==> src/rtl/hazard_scoreboard.sv <==
// hazard_scoreboard: registered Tnew shadow of the in-flight writers after D.
// Produces the D-stage stall, per-operand forward selects and the mult/div
// busy interlock. Entry k of the scoreboard mirrors post-D stage k
// (0 = E, 1 = M, 2 = W, ...), and each entry's Tnew counts down as it ages.
module hazard_scoreboard #(
  parameter  int NSTAGE   = 3,
  parameter  int TW       = 2,
  parameter  int MULT_CYC = 5,
  parameter  int DIV_CYC  = 10,
  localparam int FW       = $clog2(NSTAGE + 1),
  localparam int MD_MAX   = (MULT_CYC > DIV_CYC) ? MULT_CYC : DIV_CYC,
  localparam int MW       = $clog2(MD_MAX + 1)
) (
  input  logic          clk,
  input  logic          reset_n,
  input  logic          d_valid,
  input  logic [4:0]    d_rs,
  input  logic [4:0]    d_rt,
  input  logic          d_use_rs,
  input  logic          d_use_rt,
  input  logic [TW-1:0] d_tuse_rs,
  input  logic [TW-1:0] d_tuse_rt,
  input  logic          d_we,
  input  logic [4:0]    d_a3,
  input  logic [TW-1:0] d_tnew,
  input  logic [1:0]    d_md_start,
  input  logic          d_use_hilo,
  output logic          stall,
  output logic [FW-1:0] fwd_rs,
  output logic [FW-1:0] fwd_rt,
  output logic          md_busy
);

  localparam logic [1:0] MD_MULT = 2'b01;
  localparam logic [1:0] MD_DIV  = 2'b10;

  // Tnew ages by one per cycle and never goes below "ready now".
  function automatic logic [TW-1:0] tnew_dec(input logic [TW-1:0] t);
    return (t == '0) ? '0 : t - TW'(1);
  endfunction

  // The mult/div busy counter drains to zero and stays there.
  function automatic logic [MW-1:0] md_dec(input logic [MW-1:0] c);
    return (c == '0) ? '0 : c - MW'(1);
  endfunction

  // Scoreboard entries, one per tracked post-D stage.
  logic          sb_we   [NSTAGE];
  logic [4:0]    sb_a3   [NSTAGE];
  logic [TW-1:0] sb_tnew [NSTAGE];

  logic [MW-1:0] md_cnt;

  logic [NSTAGE-1:0] hit_rs;
  logic [NSTAGE-1:0] hit_rt;
  logic [NSTAGE-1:0] late_rs;
  logic [NSTAGE-1:0] late_rt;
  logic              data_stall;
  logic              hilo_stall;
  logic              issue;

  // ---- D stage: operand match against registered scoreboard ----

  // Per-entry match ($0 is never a real dependency) and "not ready in time".
  always_comb begin
    hit_rs  = '0;
    hit_rt  = '0;
    late_rs = '0;
    late_rt = '0;
    for (int k = 0; k < NSTAGE; k++) begin
      hit_rs[k]  = sb_we[k] && (sb_a3[k] == d_rs) && (d_rs != 5'd0);
      hit_rt[k]  = sb_we[k] && (sb_a3[k] == d_rt) && (d_rt != 5'd0);
      late_rs[k] = sb_tnew[k] > d_tuse_rs;
      late_rt[k] = sb_tnew[k] > d_tuse_rt;
    end
  end

  // Any matching writer that cannot deliver by Tuse stalls, not just the youngest.
  assign data_stall = (d_use_rs && |(hit_rs & late_rs)) ||
                      (d_use_rt && |(hit_rt & late_rt));

  // mf/mt hi/lo or a new mult/div waits until the unit drains; no restart.
  assign hilo_stall = d_use_hilo && md_busy;

  assign stall   = d_valid && (data_stall || hilo_stall);
  assign issue   = d_valid && !stall;
  assign md_busy = (md_cnt != '0);

  // Youngest matching writer decides the rs source; walking oldest to
  // youngest lets the youngest hit win, so a pending younger writer hides
  // an older ready one and selects the register file.
  always_comb begin
    fwd_rs = '0;
    for (int k = NSTAGE - 1; k >= 0; k--) begin
      if (hit_rs[k]) begin
        fwd_rs = (sb_tnew[k] == '0) ? FW'(k + 1) : '0;
      end
    end
  end

  // Same youngest-wins selection for rt.
  always_comb begin
    fwd_rt = '0;
    for (int k = NSTAGE - 1; k >= 0; k--) begin
      if (hit_rt[k]) begin
        fwd_rt = (sb_tnew[k] == '0) ? FW'(k + 1) : '0;
      end
    end
  end

  // ---- D -> E boundary and E.. shadow shift ----

  // Issue (or a bubble on stall / empty D) enters entry 0; older entries age
  // one stage with Tnew counting down, and the oldest falls off the end.
  always_ff @(posedge clk or negedge reset_n) begin
    if (!reset_n) begin
      for (int k = 0; k < NSTAGE; k++) begin
        sb_we[k]   <= 1'b0;
        sb_a3[k]   <= '0;
        sb_tnew[k] <= '0;
      end
    end else begin
      sb_we[0]   <= issue && d_we;
      sb_a3[0]   <= issue ? d_a3   : '0;
      sb_tnew[0] <= issue ? d_tnew : '0;
      for (int k = 1; k < NSTAGE; k++) begin
        sb_we[k]   <= sb_we[k-1];
        sb_a3[k]   <= sb_a3[k-1];
        sb_tnew[k] <= tnew_dec(sb_tnew[k-1]);
      end
    end
  end

  // ---- mult/div busy counter ----

  // Loaded only when the starting instruction actually leaves D.
  always_ff @(posedge clk or negedge reset_n) begin
    if (!reset_n) begin
      md_cnt <= '0;
    end else if (issue && (d_md_start == MD_MULT)) begin
      md_cnt <= MW'(MULT_CYC);
    end else if (issue && (d_md_start == MD_DIV)) begin
      md_cnt <= MW'(DIV_CYC);
    end else begin
      md_cnt <= md_dec(md_cnt);
    end
  end

endmodule

==> config.mk <==
export PLATFORM = sky130hd
export DESIGN_NAME = hazard_scoreboard
export DESIGN_NICKNAME = d
export VERILOG_FILES = /design/src/rtl/hazard_scoreboard.sv
export SDC_FILE = /design/constraint.sdc
export NUM_CORES = 1
export LEC_CHECK = 0
export CAP_MARGIN = 20
export CORE_MARGIN = 1
export CORE_UTILIZATION = 35
export CTS_BUF_LIST = sky130_fd_sc_hd__clkbuf_8
export CTS_CLUSTER_DIAMETER = 200
export DETAILED_ROUTE_END_ITERATION = 16
export PLACE_DENSITY = 0.69
export SETUP_SLACK_MARGIN = 0.02
export SYNTH_ARGS = -nofsm -noshare
export SYNTH_HDL_FRONTEND = slang
export SYNTH_SLANG_ARGS = --single-unit
==> constraint.sdc <==
create_clock -name clk -period 2.9 [get_ports clk]
set_input_delay 0.435 -clock clk [delete_from_list [all_inputs] [get_ports clk]]
set_output_delay 0.435 -clock clk [all_outputs]
set_load 0.01 [all_outputs]
-- Yosys cells after proc, flatten, opt, wreduce, memory -nomap -nowiden
Index checks and enable logic that the tools add are counted.
- input port bits: 30
- logic and storage cells: 77
- register bits after elaboration: 28
- output and inout port bits: 6
- bitwise operators: 2
- $lt $le $gt $ge: 6
- $add $sub $neg: 3
- equal/unequal tests: 8
- multiplexer cells: 16
- reductions and logical operators: 32
- operator list (operator ; count):
    $eq A5 B5 Y1 ; 6
    $mux W2 ; 11
    $logic_and A1 B1 Y1 ; 20
    $gt A2 B2 Y1 ; 6
    $mux W4 ; 3
    $reduce_bool A5 Y1 ; 2
    $and A3 B3 Y3 ; 2
    $logic_not A2 Y1 ; 3
    $reduce_or A3 Y1 ; 2
    $mux W5 ; 1
    $logic_not A4 Y1 ; 1
    $reduce_bool A4 Y1 ; 1
    $sub A2 B1 Y2 const B ; 2
    $sub A4 B1 Y4 const B ; 1
    $eq A2 B1 Y1 const B ; 1
    $eq A2 B2 Y1 const B ; 1
    $logic_or A1 B1 Y1 ; 2
    $logic_not A1 Y1 ; 1
    $mux W1 ; 1

-- Depth between registers and ports, before layout
Gate-level depths: netlist (run 1).
- depth after elaboration: 14
- gate-level depth with buffers: 9
- gate-level depth less buffers: 8

-- Worst setup path before layout (run 1)
No wires, ideal clock.
- path kind: in2out
- start: input d_rs[1]
- end: output fwd_rs[0]
- stages: 5
- required time: 2465 ps
- buffers on the path: 0
- data arrival time: 2084 ps
- path slack: 381 ps
- cell sequence: or4_4 > nor2_1 > nor3_1 > or4b_2 > mux2i_1
- cells in the longest elaborated chain, start to end: 6
- ends and longest elaborated chain (item ; line ; text):
    from (decl) ; 17 ; input logic [4:0] d_rs,
    $eq A5 B5 Y1 ; 71 ; hit_rs[k] = sb_we[k] && (sb_a3[k] == d_rs) && (d_rs != 5'd0);
    $logic_and A1 B1 Y1 (2 in series) ; 71 ;
    $mux W2 (2 in series) ; 95 ; if (hit_rs[k]) begin
    $mux W2 * ; 95 ;
    to (decl) ; 29 ; output logic [FW-1:0] fwd_rs,
Every way passes the cells marked *; elsewhere a longest branch is shown, timed or not.

-- Worst setup path after layout (run 1)
- start: input d_tuse_rs[1]
- end: output stall
- cells in the longest elaborated chain, start to end: 7
- ends and longest elaborated chain (item ; line ; text):
    from (decl) ; 21 ; input logic [TW-1:0] d_tuse_rs,
    $gt A2 B2 Y1 ; 73 ; late_rs[k] = sb_tnew[k] > d_tuse_rs;
    $and A3 B3 Y3 * ; 79 ; assign data_stall = (d_use_rs && |(hit_rs & late_rs)) ||
    $reduce_or A3 Y1 * ; 79 ;
    $logic_and A1 B1 Y1 * ; 79 ;
    $logic_or A1 B1 Y1 * ; 79 ;
    $logic_or A1 B1 Y1 * ; 85 ; assign stall = d_valid && (data_stall || hilo_stall);
    $logic_and A1 B1 Y1 * ; 85 ;
    to (decl) ; 28 ; output logic stall,
Marked as above.

==> results.md, run 1 <==
* Number of I/O pins at 36
* Clock buffer depth at 2
* Worst Path Arrival at 2.35 ns
* Number of storage elements in the synthesis netlist at 28
* Ratio of cells with drive above 1 in the final layout at 27.24%
* Sink count of the clock tree at 28
* First-pass GRT wire length at 6768 um
* LEAKAGE at 1.163 nW
* Fin Setup TNS at 0 ns
* Drt first pass iters at 4
* Cell at the root of the clock tree: sky130_fd_sc_hd__clkbuf_8
* Distinct cell type count of the synthesized netlist at 39
* Leftover overflow at the end of global routing at 0
* Final HPWL from detailed placement at 3452 um
* Pin count of the biggest net entering global routing at 29
* Floorplan die area at 5446 sq um
* Fraction of the mapped netlist area in compound gates at 12.27%
* Syn_area_per_cell at 10.14 sq um
* Quantity of hold-fixing buffers added after cts at 0
* Run status: complete, no violations
* Number of nets with antenna violations after routing at 0
* Port-buffer cells at 35
* Aggregate routed wire length at 4169 um
* Largest clock skew in the final design at 0.005190 ns
* Worst-Skew Late Latency at 0.27 ns
* Clock-pin transition on the worst setup and hold timing paths at 0.10 ns
* Post-route cell area at 2570 sq um
* Placeable core region at 4848 sq um
* All-Layer GR Usage at 16.63%
* Endpoint of the worst-slack reg-to-reg timing path: md_cnt[3]
* Number of levels the H-tree was split into at 1
* Hold EP: sb_we[0]
* Worst hold path depth at 0
* Final-report hold violation count at 0
* Tightest Pin Transition at 0.4007 ns
* Startpoint of the worst register-to-register path: md_cnt[0]
* WL per Instance at 13.32 um
* Portion of the clock cycle consumed by the worst path in the final layout at 95.95%
* Hold Path Origin: sb_we[1]
* Kind of start point of the critical path: primary input
* Worst Setup Path Type: primary input to output port
* Via count of the first global-routing pass at 1,488
* Worst r2r path cells at 8
* Slew Viols, Final at 0
* Net count after synthesis at 220
* Clock buffers created by TritonCTS at 3
* Global placer's final weighted congestion at 0.8080
* DRC marker count from the first detailed-route iteration at 47
* Post-layout power at 1.164 mW
* Max-slew headroom at the worst pin at 73.08%
* Max-cap violations at 0
* Fill cell total of the finished layout at 448
* Drc violations at 0
* RSZ-0062 raised after global routing: true
* FMAX at 359.4 MHz
* EDFF count, synth at 0
* Detail-routed via count per cell at 4.796
* Most common flop cell mapped by yosys: sky130_fd_sc_hd__dfrtp_1
* Total standard cell area after synthesis at 1804 sq um
* Largest vdd supply drop at 0.0003106 V
* Internal reg-to-reg setup slack at 0.54 ns
* Most frequently used cell type in the post-synthesis netlist: sky130_fd_sc_hd__xnor2_1
* Share of the synthesized area in the top cell type at 38.83%
* Register area at 700.7 sq um
* DP Cell Count at 308
* Area share of and/or/nand/nor cells after synthesis at 20.67%
* Net count of the finished layout at 289
* Fraction of synthesized cell area in xor and xnor cells at 14.56%
* Multiplexer area fraction after synthesis at 1.110%
* Cell taking the most area after synthesis: sky130_fd_sc_hd__dfrtp_1
* Chip width at 73.80 um
* Adder-cell area share of the yosys netlist at 8.322%
* Floorplan row count at 25
* Crit. End Element: output port
* Power Dens Cells at 453.1 nW/um^2
* Vias after detailed routing at 1,501
* Worst path required time at 2.47 ns
* Number of diodes added for antenna fixing at 0
* Combinational family with the most area after synthesis: simple AND/OR/NAND/NOR gates
* Antenna violations before repair at 0
* Asr flop ratio synth at 100.0%
* Fraction of the yosys area taken by sequential cells at 38.83%
* Critical-path maximum fanout at 3
* Shortest clock period the worst path allows after layout at 2.782 ns
* CTS tree: yes
* Synthesis-to-layout area growth at 42.44%
* Post-Layout Cell Count at 313
* Post-Synthesis Cells at 178
* Area of the multi-input gates at 1074 sq um
* Cells taking the most area after synthesis: sky130_fd_sc_hd__dfrtp_1, sky130_fd_sc_hd__xnor2_1, sky130_fd_sc_hd__ha_1, sky130_fd_sc_hd__nand2_1, sky130_fd_sc_hd__a2111oi_4
* Leading cell types by count after synthesis: sky130_fd_sc_hd__xnor2_1, sky130_fd_sc_hd__dfrtp_1, sky130_fd_sc_hd__nand2_1, sky130_fd_sc_hd__inv_1, sky130_fd_sc_hd__ha_1
* Syn. warnings at 0
* Die Ht at 73.80 um
* Final count of negative-setup-slack endpoints at 0
* Worst min-delay path category: flop to flop
* Instance area after placement at 2451 sq um
* Effective utilization at floorplan at 37.21%
registers in the layout, indices dropped and copies added, names as in the netlist:
name and count:
sb_a3 15, sb_tnew 6, sb_we 3, md_cnt 4
area by class of cell:
type	instances	area share, %
multi-input combinational	133	41.77
sequential	28	27.26
timing repair buffer	68	23.03
tap	67	3.262
inverter	13	1.899
clock buffer	3	1.607
clock inverter	1	1.168
worst max-delay path: stages:
cell	delay [ns]
sky130_fd_sc_hd__clkdlybuf4s50_1	0.45
sky130_fd_sc_hd__inv_1	0.07
sky130_fd_sc_hd__ha_1	0.29
sky130_fd_sc_hd__nor2b_1	0.13
sky130_fd_sc_hd__o211ai_1	0.15
sky130_fd_sc_hd__nor4_1	0.07
sky130_fd_sc_hd__buf_4	0.14
sky130_fd_sc_hd__a2111oi_4	0.34
sky130_fd_sc_hd__a21oi_1	0.11
sky130_fd_sc_hd__buf_2	0.15
stage by stage:
stage / hold slack (ns) / setup WS, ns / utilization [%]
5_1_grt: 0.4548 / -0.007341 / 53.01
4_1_cts: 0.4444 / 0.02704 / 51.92
3_5_place_dp: 0.4206 / -0.5681 / 50.55
6_report: 0.4392 / 0.1175 / 53.01
3_3_place_gp: 0.4151 / -0.5367 / 50.55
2_1_floorplan: 0.1394 / 0.3813 / -
routing by layer:
metal | wire, um | GRT usage, % | vias to the layer above
met3 | 146 | 2.743 | 4
met2 | 1880 | 26.81 | 32
met4 | 48 | 4.915 | 0
met1 | 2095 | 22.84 | 706
met5 | 0 | 0 | -
li1 | - | - | 759
kinds of logic (layout without fill, tap and decap cells):
group,count (synthesis),in the layout
AND/OR/NAND/NOR,63,63
buffers and inverters,17,85
flip-flops,28,28
multiplexers,2,2
XOR/XNOR,30,30
adder cells (fa/ha/maj),12,12
AO/OA/AOI/OAI,26,26
report_power, final:
part	switching (mW)	internal (mW)	leakage, nW
Sequential	0.0500	0.441	0.371
Combinational	0.168	0.201	0.756
Clock	0.120	0.185	0.0357
Total	0.338	0.827	1.16
placed cells by master (no fill, tap or decap), types with 3 or more instances in the layout:
cell type | synthesis | routed
sky130_fd_sc_hd__nand4_1 | 7 | 7
sky130_fd_sc_hd__o211ai_1 | 4 | 4
sky130_fd_sc_hd__and3_1 | 4 | 4
sky130_fd_sc_hd__dfrtp_1 | 28 | 28
sky130_fd_sc_hd__a21oi_1 | 8 | 7
sky130_fd_sc_hd__dlymetal6s2s_1 | 0 | 6
sky130_fd_sc_hd__nor4_2 | 2 | 4
sky130_fd_sc_hd__buf_4 | 1 | 32
sky130_fd_sc_hd__inv_1 | 13 | 13
sky130_fd_sc_hd__nor2b_1 | 4 | 4
sky130_fd_sc_hd__xnor2_1 | 30 | 30
sky130_fd_sc_hd__nor2_1 | 7 | 6
sky130_fd_sc_hd__clkbuf_8 | 0 | 3
sky130_fd_sc_hd__ha_1 | 12 | 12
sky130_fd_sc_hd__and3_2 | 4 | 4
sky130_fd_sc_hd__clkdlybuf4s50_1 | 0 | 24
sky130_fd_sc_hd__nand2_1 | 16 | 16
sky130_fd_sc_hd__buf_2 | 1 | 5
how the worst max path moves through the flow:
stage | from | end | slack, ns
floorplan | d_rs[1] | fwd_rs[0] | 0.38
global placement | d_rs[1] | fwd_rs[1] | -0.54
detailed placement | d_rs[1] | fwd_rs[1] | -0.57
CTS | d_tuse_rt[1] | stall | 0.03
global route | d_tuse_rs[1] | stall | -0.007
finish | d_tuse_rs[1] | stall | 0.12
what timing repair did:
action / 4_1_cts / 5_1_grt
resized for setup: 25 / 12
setup endpoints to repair: 5 / 5
pin swaps: 6 / 11
setup buffers: 0 / 1
(Power assumes the default switching activity.)
==> inputs of run 2 (changes only) <==
==> constraint.sdc (replaced) <==
create_clock -name clk -period 2.9 [get_ports clk]
set_input_delay 0.58 -clock clk [delete_from_list [all_inputs] [get_ports clk]]
set_output_delay 0.58 -clock clk [all_outputs]
set_load 0.01 [all_outputs]
==> run 2 against run 1 <==
Net effect:
- via count grew 2.1%
- final cell count grew 0.96%
- clock power is essentially flat
- sequential share of layout area shrank 0.64 points
- worst hold slack gained 0.0089 ns
- sequential power is essentially flat
- die area is the same
- register-to-register slack gained 0.16 ns
- fmax shrank 0.84%
==> results.md, run 2 (synthesis results as in run 1) <==
* Run status: complete, no violations
* Drt first pass iters at 4 (unchanged)
* Max-slew headroom at the worst pin at 73.90% (+0.82 points)
* Worst hold path depth at 0 (unchanged)
* Hold EP: sb_we[0]
* Clock buffers created by TritonCTS at 3 (unchanged)
* Shortest clock period the worst path allows after layout at 2.806 ns (+0.02353 ns)
* Endpoint of the worst-slack reg-to-reg timing path: md_cnt[0]
* Die Ht at 73.80 um (unchanged)
* Post-layout power at 1.187 mW (+1.9%)
* Portion of the clock cycle consumed by the worst path in the final layout at 96.76% (+0.81 points)
* First-pass GRT wire length at 7314 um (+8.1%)
* GR Layer Usage met3 at 2.332% (-0.41 points)
* Floorplan die area at 5446 sq um (unchanged)
* Final HPWL from detailed placement at 3454 um (about the same)
* Global placer's final weighted congestion at 0.8381 (+3.7%)
* Critical-path maximum fanout at 2 (-1)
* FMAX at 356.4 MHz (-0.84%)
* Busiest layer in global routing: met2
* Worst path required time at 2.32 ns (-0.15 ns)
* Quantity of hold-fixing buffers added after cts at 0 (unchanged)
* RSZ-0062 raised after global routing: false
* Ratio of cells with drive above 1 in the final layout at 34.94% (+7.7 points)
* Synthesis-to-layout area growth at 45.84%
* Most common cell after layout, fill and taps aside: sky130_fd_sc_hd__buf_4
* Largest vdd supply drop at 0.0003088 V (-0.58%)
* LEAKAGE at 1.153 nW (-0.91%)
* Clock buffer depth at 2 (unchanged)
* Final count of negative-setup-slack endpoints at 0 (unchanged)
* Vias after detailed routing at 1,533 (+2.1%)
* Via count of the first global-routing pass at 1,579 (+6.1%)
* WL per Instance at 13.88 um (+4.2%)
* Floorplan row count at 25 (unchanged)
* Aggregate routed wire length at 4386 um (+5.2%)
* Number of nets with antenna violations after routing at 0 (unchanged)
* Leftover overflow at the end of global routing at 0 (unchanged)
* Number of diodes added for antenna fixing at 0 (unchanged)
* Internal reg-to-reg setup slack at 0.70 ns (+0.16 ns)
* Final-report hold violation count at 0 (unchanged)
* Drc violations at 0 (unchanged)
* Register ranked first by flip-flop count: sb_a3
* Kind of start point of the critical path: primary input
* Post-route cell area at 2631 sq um (+2.4%)
* Most used cells in the layout excluding fill and tap cells: sky130_fd_sc_hd__buf_4, sky130_fd_sc_hd__xnor2_1, sky130_fd_sc_hd__dfrtp_1
* All-Layer GR Usage at 17.94% (+1.3 points)
* Cell at the root of the clock tree: sky130_fd_sc_hd__clkbuf_8
* Effective utilization at floorplan at 37.21% (unchanged)
* Worst-case hold slack at 0.4481 ns (+0.008904 ns)
* Detail-routed via count per cell at 4.851 (+1.2%)
* Worst min-delay path category: flop to flop
* DRC marker count from the first detailed-route iteration at 47 (unchanged)
* Sink count of the clock tree at 28 (unchanged)
* Global Route met2 Usage at 29.36% (+2.5 points)
* GR met1 Demand/Resource at 24.59% (+1.8 points)
* Worst r2r path cells at 9 (+1)
* Crit. End Element: output port
* Port-buffer cells at 35 (unchanged)
* Placeable core region at 4848 sq um (unchanged)
* Chip width at 73.80 um (unchanged)
* Clock-pin transition on the worst setup and hold timing paths at 0.10 ns (about the same)
* Flip-flop count of the largest register, all copies and words added at 15 (unchanged)
* Final Worst Setup Slack at 0.09400 ns (-0.02353 ns)
* Worst Path Arrival at 2.23 ns (-0.12 ns)
* Number of levels the H-tree was split into at 1 (unchanged)
* Slew Viols, Final at 0 (unchanged)
* Net count of the finished layout at 292 (+1.0%)
* DP Cell Count at 311 (+0.97%)
* Number of I/O pins at 36 (unchanged)
* Power Dens Cells at 451.0 nW/um^2 (-0.47%)
* CTS tree: yes
* DP Worst Slack at -0.8489 ns (-0.2808 ns)
* Worst setup path startpoint: d_rs[3]
* Largest registers in the final layout: sb_a3 x15, sb_tnew x6, md_cnt x4
* Startpoint of the worst register-to-register path: sb_a3[2]
* Worst Setup Path Type: primary input to output port
* Hold Path Origin: sb_we[1]
* Instance area after placement at 2474 sq um (+0.92%)
* Worst-Skew Late Latency at 0.27 ns (about the same)
* Pin count of the biggest net entering global routing at 29 (unchanged)
* Max-cap violations at 0 (unchanged)
* Post-Layout Cell Count at 316 (+0.96%)
* Antenna violations before repair at 0 (unchanged)
* Tightest Pin Transition at 0.3882 ns (-0.01251 ns)
* Largest clock skew in the final design at 0.004165 ns (-0.001026 ns)
run 2: cell count changes in the layout (fill, tap and decap cells not counted), moves of 3 or more:
| cell | before | now |
|---|---|---|
| sky130_fd_sc_hd__dlymetal6s2s_1 | 6 | 1 |
| sky130_fd_sc_hd__clkdlybuf4s50_1 | 24 | 16 |
| sky130_fd_sc_hd__ha_1 | 12 | 9 |
| sky130_fd_sc_hd__clkbuf_2 | 0 | 6 |
| sky130_fd_sc_hd__nor4_4 | 0 | 3 |
| sky130_fd_sc_hd__dlygate4sd2_1 | 0 | 4 |
run 2: repair_timing:
action                                  4_1_cts  5_1_grt
endpoints found under the setup margin        5        5
gates resized for setup                      64       14
endpoints found under the hold margin         0        0
setup buffers                                 2        2
pin swaps                                    23       12
run 2: worst max-delay path, stage by stage:
cell	delay, ns
sky130_fd_sc_hd__buf_6	0.09
sky130_fd_sc_hd__or4_4	0.56
sky130_fd_sc_hd__buf_6	0.15
sky130_fd_sc_hd__o211ai_4	0.19
sky130_fd_sc_hd__nor4_4	0.07
sky130_fd_sc_hd__a2111oi_4	0.31
sky130_fd_sc_hd__a21oi_1	0.12
sky130_fd_sc_hd__buf_2	0.16
run 2: metrics by stage:
stage	util [%]	setup TNS (ns)
after floorplan	-	0
after global routing	54.27	0
after detailed placement	51.02	-4.595
after CTS	54.37	0
final	54.27	0
after global placement	51.02	-4.328
run 2: layout make-up:
type / instances / area [sq um]
multi-input cells: 133 / 1160
fillers: 441 / 2217
clock inverters: 1 / 30.03
well taps: 67 / 83.83
repair buffers: 71 / 566.8
flip-flops and latches: 28 / 700.7
clock buffers: 3 / 41.29
inverters: 13 / 48.80
run 2: power by group:
part	total, mW	switching [mW]	internal [mW]
sequential	0.490	0.0488	0.441
combinational	0.389	0.184	0.205
clock	0.308	0.123	0.185
total	1.19	0.355	0.831
run 2: worst max path at each step:
| stage | endpoint | slack [ns] | depth (start not counted) |
|---|---|---|---|
| CTS | fwd_rs[0] | 0.02 | 7 |
| finish | stall | 0.09 | 8 |
| global route | stall | 0.02 | 8 |
| floorplan | fwd_rs[0] | 0.09 | 5 |
| detailed placement | fwd_rs[0] | -0.85 | 7 |
| global placement | fwd_rs[0] | -0.82 | 7 |
run 2: metal layers:
metal  routed length (um)  up-vias
met5                    0        -
met4                   38        0
met3                  120        4
met2                 2055       34
met1                 2173      726
li1                     -      769
